File: config.mk
export PLATFORM = sky130hd
export DESIGN_NAME = a_serializer
export DESIGN_NICKNAME = d
export VERILOG_FILES = /design/src/rtl/a_ser_pkg.sv /design/src/rtl/a_ser_sat_cnt.sv /design/src/rtl/a_serializer.sv
export SDC_FILE = /design/constraint.sdc
export NUM_CORES = 1
export LEC_CHECK = 0
export CORE_MARGIN = 10
export CORE_UTILIZATION = 35
export DETAILED_ROUTE_END_ITERATION = 8
export GPL_TIMING_DRIVEN = 0
export PLACE_DENSITY = 0.6
export REMOVE_ABC_BUFFERS = 1
export SLEW_MARGIN = 30
export SYNTH_ARGS = -nofsm -noshare
export SYNTH_HDL_FRONTEND = slang
export SYNTH_SLANG_ARGS = --single-unit
export TNS_END_PERCENT = 5
File: constraint.sdc
create_clock -name clock -period 3.5 [get_ports clock]
set_clock_uncertainty 0.1 [all_clocks]
set_input_delay 0.525 -clock clock [delete_from_list [all_inputs] [get_ports clock]]
set_output_delay 0.525 -clock clock [all_outputs]
set_load 0.005 [all_outputs]
File: src/rtl/a_ser_pkg.sv
// rtl/a_ser_pkg.sv - shared defaults, FSM state type and frame type for a_serializer
package a_ser_pkg;

    localparam int N_DEF     = 9;
    localparam int WIDTH_DEF = 8;
    localparam int CNT_W     = 8;

    typedef enum logic {
        IDLE = 1'b0,
        SEND = 1'b1
    } state_t;

    typedef logic [N_DEF-1:0][WIDTH_DEF-1:0] frame_t;

    // Width of an element index; never zero so a single-element frame still has a port
    function automatic int idx_width(input int n);
        return (n > 1) ? $clog2(n) : 1;
    endfunction

endpackage

File: src/rtl/a_ser_sat_cnt.sv
// rtl/a_ser_sat_cnt.sv - saturating up-counter used to count dropped frames
module a_ser_sat_cnt #(
    parameter int W = 8
) (
    input  logic         clock,
    input  logic         reset,
    input  logic         inc,
    output logic [W-1:0] count
);

    // Count increment requests, sticking at all-ones instead of wrapping
    always_ff @(posedge clock or posedge reset) begin
        if (reset) begin
            count <= '0;
        end else if (inc && (count != {W{1'b1}})) begin
            count <= count + 1'b1;
        end
    end

endmodule

File: src/rtl/a_serializer.sv
// rtl/a_serializer.sv - frame-to-element serializer; A_SER_DROP_CNT_EN enables the drop counter
module a_serializer
    import a_ser_pkg::*;
#(
    parameter int N     = N_DEF,
    parameter int WIDTH = WIDTH_DEF
) (
    input  logic                               clock,
    input  logic                               reset,
    input  logic                               in_valid,
    input  logic [N-1:0][WIDTH-1:0]            in_a,
    output logic                               out_valid,
    input  logic                               out_ready,
    output logic [WIDTH-1:0]                   out_data,
    output logic [idx_width(N)-1:0]            out_idx,
    output logic                               out_last,
    output logic                               busy,
    output logic [CNT_W-1:0]                   drop_cnt
);

    localparam int IDX_W = idx_width(N);
    localparam logic [IDX_W-1:0] LAST_IDX = IDX_W'(N - 1);

    state_t                  state_q;
    state_t                  state_d;
    logic [N-1:0][WIDTH-1:0] frame_q;
    logic [IDX_W-1:0]        idx_q;
    logic [IDX_W-1:0]        idx_nxt;
    logic [WIDTH-1:0]        data_q;

    logic sending;
    logic at_last;
    logic hs;
    logic final_hs;
    logic capture;
    logic advance;

    // Handshake qualifiers shared by the FSM, datapath and drop counter
    always_comb begin
        sending  = (state_q == SEND);
        at_last  = (idx_q == LAST_IDX);
        hs       = sending && out_ready;
        final_hs = hs && at_last;
        // A new frame is taken when idle, or when the last element leaves this very cycle
        capture  = in_valid && (!sending || final_hs);
        advance  = hs && !at_last;
        idx_nxt  = idx_q + 1'b1;
    end

    // State register
    always_ff @(posedge clock or posedge reset) begin
        if (reset) begin
            state_q <= IDLE;
        end else begin
            state_q <= state_d;
        end
    end

    // Next-state logic: stay in SEND across back-to-back frames
    always_comb begin
        state_d = state_q;
        case (state_q)
            IDLE: begin
                if (in_valid) begin
                    state_d = SEND;
                end
            end
            SEND: begin
                if (final_hs && !in_valid) begin
                    state_d = IDLE;
                end
            end
            default: state_d = IDLE;
        endcase
    end

    // Output decode from state and current index
    always_comb begin
        out_valid = sending;
        busy      = sending;
        out_last  = sending && at_last;
        out_data  = data_q;
        out_idx   = idx_q;
    end

    // Frame buffer, index and registered output element; data holds when nothing moves
    always_ff @(posedge clock or posedge reset) begin
        if (reset) begin
            frame_q <= '0;
            idx_q   <= '0;
            data_q  <= '0;
        end else if (capture) begin
            frame_q <= in_a;
            idx_q   <= '0;
            data_q  <= in_a[0];
        end else if (advance) begin
            idx_q   <= idx_nxt;
            data_q  <= frame_q[idx_nxt];
        end
    end

`ifdef A_SER_DROP_CNT_EN
    logic drop;

    // A frame offered while the current one is still mid-flight is discarded
    always_comb begin
        drop = in_valid && sending && !final_hs;
    end

    a_ser_sat_cnt #(
        .W(CNT_W)
    ) u_drop_cnt (
        .clock (clock),
        .reset (reset),
        .inc   (drop),
        .count (drop_cnt)
    );
`else
    assign drop_cnt = '0;
`endif

endmodule

Word-level counts from Yosys, hierarchy flattened --
Cells that the tools add are included.
Word-level totals: logic and storage cells 36, register bits after elaboration 85, output and inout port bits 23
Cells by class: bitwise logic cells 1, equal/unequal tests 1, $lt $le $gt $ge 1, reduce and logical (&&, ||, !) cells 11, mux-type cells 9, add/sub/neg operators 1
Operators by type and width (number):
- binary-select mux 8 bit (select 4 bit) | 1
- 2-to-1 mux 8 bit | 3
- 2-to-1 mux 4 bit | 2
- logical AND 1 bit | 6
- < comparator 4 x 5 -> 1 bit, second input constant | 1
- adder 4 x 1 -> 4 bit, second input constant | 1
- == test 4 bit, second input constant | 1
- logical NOT 1 bit | 3
- 2-to-1 mux 1 bit | 2
- one-hot mux 1 bit (2 select lines) | 1
- nonzero test 2 bit | 1
- logical OR 1 bit | 1
- inverter 1 bit | 1

Depth between registers and ports, before layout --
Gate-level depths: netlist (run 1).
word-level depth 5, depth in mapped cells 9, gate-level depth less buffers 6

Worst setup path before layout (run 1) --
Ideal clock, no wire load.
kind reg-to-reg, start point register idx_q[0] (netlist: out_idx[0]), end point register data_q[7] (netlist: out_data[7]), cell stages (with the launch flop) 10, slack 1150 ps, period minus slack after synthesis 2350 ps, data required time 3314 ps, arrival 2164 ps, buffers on the path 3, path through dfrtp_1 buf_2 inv_2 ha_1 buf_6 buf_12 mux2i_1 mux4_2 nand3b_1 a32oi_1
On the way: longest elaborated chain between the ends 5, elaborated cells on any way between the ends 12, those cells by class add/sub: 1; eq/ne: 1; mux: 4; reduce/logical: 6
RTL lines:
- from (decl) | RTL line a_serializer.sv:27 | logic [IDX_W-1:0] idx_q;
- from (signal assigned) | RTL line a_serializer.sv:97 | idx_q <= idx_nxt;
- adder 4 x 1 -> 4 bit or == test 4 bit (tied branches) | RTL line a_serializer.sv:47, a_serializer.sv:41
- binary-select mux 8 bit (select 4 bit) or logical AND 1 bit (tied branches) | RTL line a_serializer.sv:98, a_serializer.sv:43
- 2-to-1 mux 8 bit (not written as such) or logical OR 1 bit (tied branches) | RTL line a_serializer.sv:98, a_serializer.sv:45
- 2-to-1 mux 8 bit or logical AND 1 bit (tied branches) | RTL line a_serializer.sv:96, a_serializer.sv:45
- 2-to-1 mux 8 bit or nonzero test 2 bit (tied branches)
- to (signal assigned) | RTL line a_serializer.sv:95 | data_q <= in_a[0];
- to (signal assigned) | RTL line a_serializer.sv:98 | data_q <= frame_q[idx_nxt];
- to (decl) | RTL line a_serializer.sv:29 | logic [WIDTH-1:0] data_q;
Several ways; a longest one is shown, not always the timed one. The select of a mux whose other input is x is not followed. A chain may end at the register's enable or synchronous reset.

Final worst setup path (run 1) --
start point register idx_q[0] (netlist: out_idx[0]), end point output port out_last
On the way: longest elaborated chain between the ends 2
RTL lines:
- == test 4 bit | RTL line a_serializer.sv:41 | at_last = (idx_q == LAST_IDX);
- logical AND 1 bit | RTL line a_serializer.sv:81 | out_last = sending && at_last;
- to (decl) | RTL line a_serializer.sv:16 | output logic out_last,
Every way passes these cells.

==> results.cfg, run 1 <==
[timing]
worst_slew_pin_slew_ns = 0.8763
min_period_over_period = 0.7984
finalCriticalPeriod_ns = 2.794
slew_violations = 0
hold_viol_final = 0
worst_hold_slack_ns = 0.3725
fmax_mhz = 357.9
finalSetupViolations = 0
rsz0062_at_grt = false
slew-limit-headroom = 0.4146

[floorplan]
dieArea_um2 = 16530
die_h_um = 128.6
fp.dieW_um = 128.6
design.portCount = 99
floorplan.initialDensity = 0.3598
core.rowCount = 39
coreArea_um2 = 11470

[clock_tree]
root_buffer = clkbuf_16
post_cts_resized = 0
clockBufferDepth = 2
cts_htree_levels = 3
cts_made_buffers = 9
path_clk_slew_ns = 0.06
cts_sinks = 85
clk_latency_ns = 0.33
cts_tree = built
postCtsSetupBuffers = 0
cts_hold_buf = 0

[synth]
synth-adder-area-share = 0.006064
ys_seq_area_frac = 0.5155
yosysWarnings = 0
ys.flop_type = dfrtp_1
ys_ff_latch = 85
syn_area_per_cell_um2 = 9.150
synthCells = 451
synth_compound_area_frac = 0.03730
synth_edf_count = 0
synthDistinctLibCells = 36
synth_simple_gate_area_frac = 0.2492
synth_top_family_by_area = simple AND/OR/NAND/NOR gates
synth.cell_area_um2 = 4126
ys_async_sr_fraction = 1.000
synthMuxAreaShare = 0.1225
synth_xor_area_frac = 0.01243

[finish]
fillers = 1128
final_cell_mix = nand2_1 (221), clkdlybuf4s50_1 (90), dfrtp_1 (85), mux2i_1 (28), nor2_1 (12)
final_cells = 678
layout_commonest_cell = nand2_1
post-route-util = 0.4775
area_growth_pct = 32.69
regArea_um2 = 2127
drive_above_1_share = 0.06916
multiInputGateArea_um2 = 1834
diodes = 0
fin_nets = 608

[grt]
grt_pass1_wl_um = 17110
track_usage = 0.1273
antenna_found_initial = 0
grt_pass1_vias = 3500
grt-ovfl-total = 0
grt_max_degree = 62

[hold_path]
holdPathEnd = frame_q[54]
whs_path_depth = 2
min_path_type = reg -> reg
min_from = frame_q[54]

[route]
drtIter0Drc = 226
drtAntennaViolNets = 0
viasPerCell = 4.810
num_vias = 3261
routed_wl_um = 10370
drc = 0
dr.pass1.iters = 4
wl_per_cell_um = 15.30

[setup_path]
worst_path_max_delay_cell = clkdlybuf4s50_1
path_max_fanout = 9
critPathMaxStageDelay_ns = 0.53
arrival_ns = 2.17
reg2reg_depth = 8
r2r_start = out_idx[0]
crit_family = buffers and inverters
required_ns = 2.87
end_kind = output pin
r2r_slack_ns = 0.77
crit_path_cell_trace = inv_2 -> ha_4 -> nand2_1 -> nor3_1 -> clkdlybuf4s50_1
r2r_end = out_data[7]
path_class = reg -> out
timing.critical_path.buf_inv = 2
startpoint_type = register

[power]
power.density_nw_per_um2 = 856.1
vdd_ir_drop_max_mv = 0.6198
p_leak_nw = 2.646

[placement]
hpwl_um = 7238
gp_congestion = 0.7132
place_inst = 662
io_buffers = 90

[run]
drv_cap = 0

[run_status]
status = completed
## state kept, by name, indices dropped and copies added, names as in the netlist
register,flops
busy,1
out_data,8
out_idx,4
frame_q,72
## worst max path at each step
stage	slack (ns)	end	startpoint	depth (start not counted)
6_report	0.71	out_last	out_idx[0]	5
5_1_grt	0.49	out_last	out_idx[0]	5
4_1_cts	0.67	out_last	out_idx[0]	5
3_5_place_dp	0.74	out_data[7]	out_ready	7
3_3_place_gp	-1.13	out_data[7]	out_idx[0]	6
2_1_floorplan	0.04	out_data[7]	out_idx[0]	6
## per-layer routing
layer  up-vias  GRT usage  wire, um
met5         -          0         0
met1      1572     0.1602      4696
met3        15    0.04025       629
met2        76     0.2034      4865
li1       1598          -         -
met4         0    0.04191       180
## cell type report
| type | instances | area share |
|---|---|---|
| Inverter | 5 | 0.004342 |
| Sequential cell | 85 | 0.3885 |
| Clock buffer | 15 | 0.04890 |
| Tap cell | 143 | 0.03268 |
| Clock inverter | 1 | 0.0009141 |
| Multi-Input combinational cell | 334 | 0.3350 |
| Timing Repair Buffer | 95 | 0.1897 |
## through the flow
step                setup WS [ns]  area, um^2  setup TNS (ns)  total power [W]
floorplan                 0.03783        3940               0         0.003133
global placement           -1.134        5020         -126.24         0.003768
detailed placement         0.7444        5195               0         0.003845
CTS                        0.6719        5468               0         0.004755
global route               0.4865        5475               0         0.005077
finish                     0.7057        5475               0         0.004688
## cell families after synthesis
family	after synthesis
flops	85
fa+ha+maj	2
xor+xnor	5
buf+inv	39
other cells	1
compound gates	24
mux	39
simple gates	256
## power breakdown
| group | total [W] | internal [W] | switching [W] |
|---|---|---|---|
| Combinational | 0.00203 | 0.00107 | 0.000960 |
| Clock | 0.000884 | 0.000520 | 0.000364 |
| Sequential | 0.00178 | 0.00148 | 0.000301 |
| Total | 0.00469 | 0.00306 | 0.00163 |
## tightest hold or removal path: cells and delay by family (launching register included)
kind          cells  cell delay (ns)
simple gates      2             0.10
flops             1             0.34
## synth_stat cells, types with 2 or more instances
master    instances  area share
a21oi_1           7      0.0085
a31oi_1           6      0.0091
buf_2             7      0.0085
buf_4            10       0.018
buf_6             3      0.0082
clkbuf_1         13       0.012
dfrtp_1          85        0.52
ha_1              2      0.0061
inv_1             4      0.0036
mux2_2            2      0.0055
mux2i_1          28       0.068
mux4_2            9       0.049
nand2_1         221        0.20
nand3_1           3      0.0036
nand3b_1          7       0.013
nand4_1           8       0.012
nor2_1           12       0.011
nor3_1            2      0.0024
o21ai_0           3      0.0036
xnor2_1           3      0.0064
Note: power is estimated with default switching activity, not from simulation.
==> inputs of run 2 (changes only) <==
--- a/config.mk
+++ b/config.mk
@@ -9,7 +9,7 @@
 export CORE_UTILIZATION = 35
 export DETAILED_ROUTE_END_ITERATION = 8
 export GPL_TIMING_DRIVEN = 0
-export PLACE_DENSITY = 0.6
+export PLACE_DENSITY = 0.62
 export REMOVE_ABC_BUFFERS = 1
 export SLEW_MARGIN = 30
 export SYNTH_ARGS = -nofsm -noshare
==> constraint.sdc (replaced) <==
create_clock -name clock -period 2.55 [get_ports clock]
set_clock_uncertainty 0.1 [all_clocks]
set_input_delay 0.3825 -clock clock [delete_from_list [all_inputs] [get_ports clock]]
set_output_delay 0.3825 -clock clock [all_outputs]
set_load 0.005 [all_outputs]
==> results.cfg, run 2 (synthesized netlist as in run 1, its figures left out) <==
[finish]
largest-register = frame_q
diodes = 0
drive_above_1_share = 0.08656
largest_reg_flops = 72
area_growth_pct = 35.32
final_cell_mix = nand2_1 (221), clkdlybuf4s50_1 (90), dfrtp_1 (84), mux2i_1 (28), nor2_1 (12)
fin_nets = 616
layout_commonest_cell = nand2_1

[route]
viasPerCell = 4.821
wl_per_cell_um = 15.73
drtAntennaViolNets = 0
num_vias = 3307
drtIter0Drc = 293
dr.pass1.iters = 4
routed_wl_um = 10790
drc = 0

[setup_path]
startpoint_type = register
end_kind = output pin
path_max_fanout = 9
path_class = reg -> out
required_ns = 2.07
arrival_ns = 1.91

[timing]
slew_violations = 0
slew-limit-headroom = 0.3561
min_period_over_period = 0.9372
finalCriticalPeriod_ns = 2.390
rsz0062_at_grt = false
fmax_mhz = 418.4
finalSetupViolations = 0
worst_slew_pin_slew_ns = 0.9626
hold_viol_final = 0
worst_hold_slack_ns = 0.2507

[floorplan]
dieArea_um2 = 16530
fp.dieW_um = 128.6
core.rowCount = 39
design.portCount = 99
die_h_um = 128.6
floorplan.initialDensity = 0.3598
coreArea_um2 = 11470

[power]
finalPower_w = 0.006877
sw_frac_of_total = 0.3440
internal_power_w = 0.004511
vdd_ir_drop_max_mv = 0.7351
clkPwrFrac = 0.188
p_switching_w = 0.002366
comb_power_share = 0.456
power.density_nw_per_um2 = 1231
seq_power_share = 0.356
p_leak_nw = 2.695

[clock_tree]
clockBufferDepth = 2
cts_htree_levels = 3
path_clk_slew_ns = 0.06
root_buffer = clkbuf_16
clk_latency_ns = 0.33
cts_tree = built
cts_sinks = 85
cts_hold_buf = 0
cts_made_buffers = 9

[grt]
grt_pass1_vias = 3507
grt-ovfl-total = 0
grt_pass1_wl_um = 17620
grt_max_degree = 68
track_usage = 0.1331
antenna_found_initial = 0

[placement]
gp_congestion = 0.7598
io_buffers = 90
hpwl_um = 7241

[run_status]
status = completed

[hold_path]
min_path_type = in -> async

[run]
drv_cap = 0
-- run 2: final timing paths --
| path | start | endpoint | slack, ns | cells after the start |
|---|---|---|---|---|
| hold reg to reg | frame_q[41] | frame_q[41] | 0.37 | 2 |
| max in group asynchronous | reset | out_idx[0] | 1.48 | 3 |
| min in group clock | frame_q[41] | frame_q[41] | 0.37 | 2 |
| hold / removal | reset | frame_q[37] | 0.25 | 2 |
| setup reg to reg | out_idx[1] | out_data[7] | 0.17 | 5 |
| setup / recovery | out_idx[0] | out_last | 0.16 | 5 |
-- run 2: stage by stage --
step,setup WS [ns],TNS [ns],cell area [um^2],utilization,std cells
global placement,-2.007,-266.18,5020,0.4378,657
global route,0.03592,0,5584,0.4870,686
floorplan,-0.9122,-63.63,3940,-,424
CTS,0.05445,0,5567,0.4854,684
detailed placement,-0.2065,-1.444,5175,0.4513,662
finish,0.1602,0,5584,0.4870,686
-- run 2: per-layer routing --
layer  track usage  routed length (um)  vias up
li1              -                   -     1622
met1        0.1641                4745     1589
met2        0.2208                5285       85
met3       0.04189                 664       11
met4       0.03536                  98        0
met5             0                   0        -
-- run 2: what timing repair did --
| item | in CTS | in global routing |
|---|---|---|
| pin swaps | 2 | 1 |
| endpoints found under the setup margin | 24 | 3 |
| gates resized for setup | 3 | 1 |
| gates cloned | 1 | 0 |
| setup buffers | 5 | 2 |
-- run 2: cell type report --
cell class | count | area [um^2]
timing repair buffer | 102 | 1116
clock buffer | 12 | 246.5
tap | 143 | 178.9
clock inverter | 4 | 47.55
inverter | 5 | 31.28
sequential | 85 | 2128
multi-input combinational | 335 | 1836
fill | 1091 | 5883
-- run 2: critical path, stage by stage, from the launching register on --
cell and delay [ns]:
dfrtp_2 0.47, inv_8 0.15, ha_4 0.15, nand2_1 0.09, nor3_1 0.18, clkdlybuf4s50_1 0.54
-- run 2: power groups by stage --
stage / clock network, W / registers, W / logic [W]
detailed placement: 0 / 0.00247 / 0.00282
global route: 0.00139 / 0.00253 / 0.00348
floorplan: 0 / 0.00237 / 0.00193
CTS: 0.00133 / 0.00246 / 0.00314
finish: 0.00129 / 0.00245 / 0.00314
global placement: 0 / 0.00244 / 0.00268
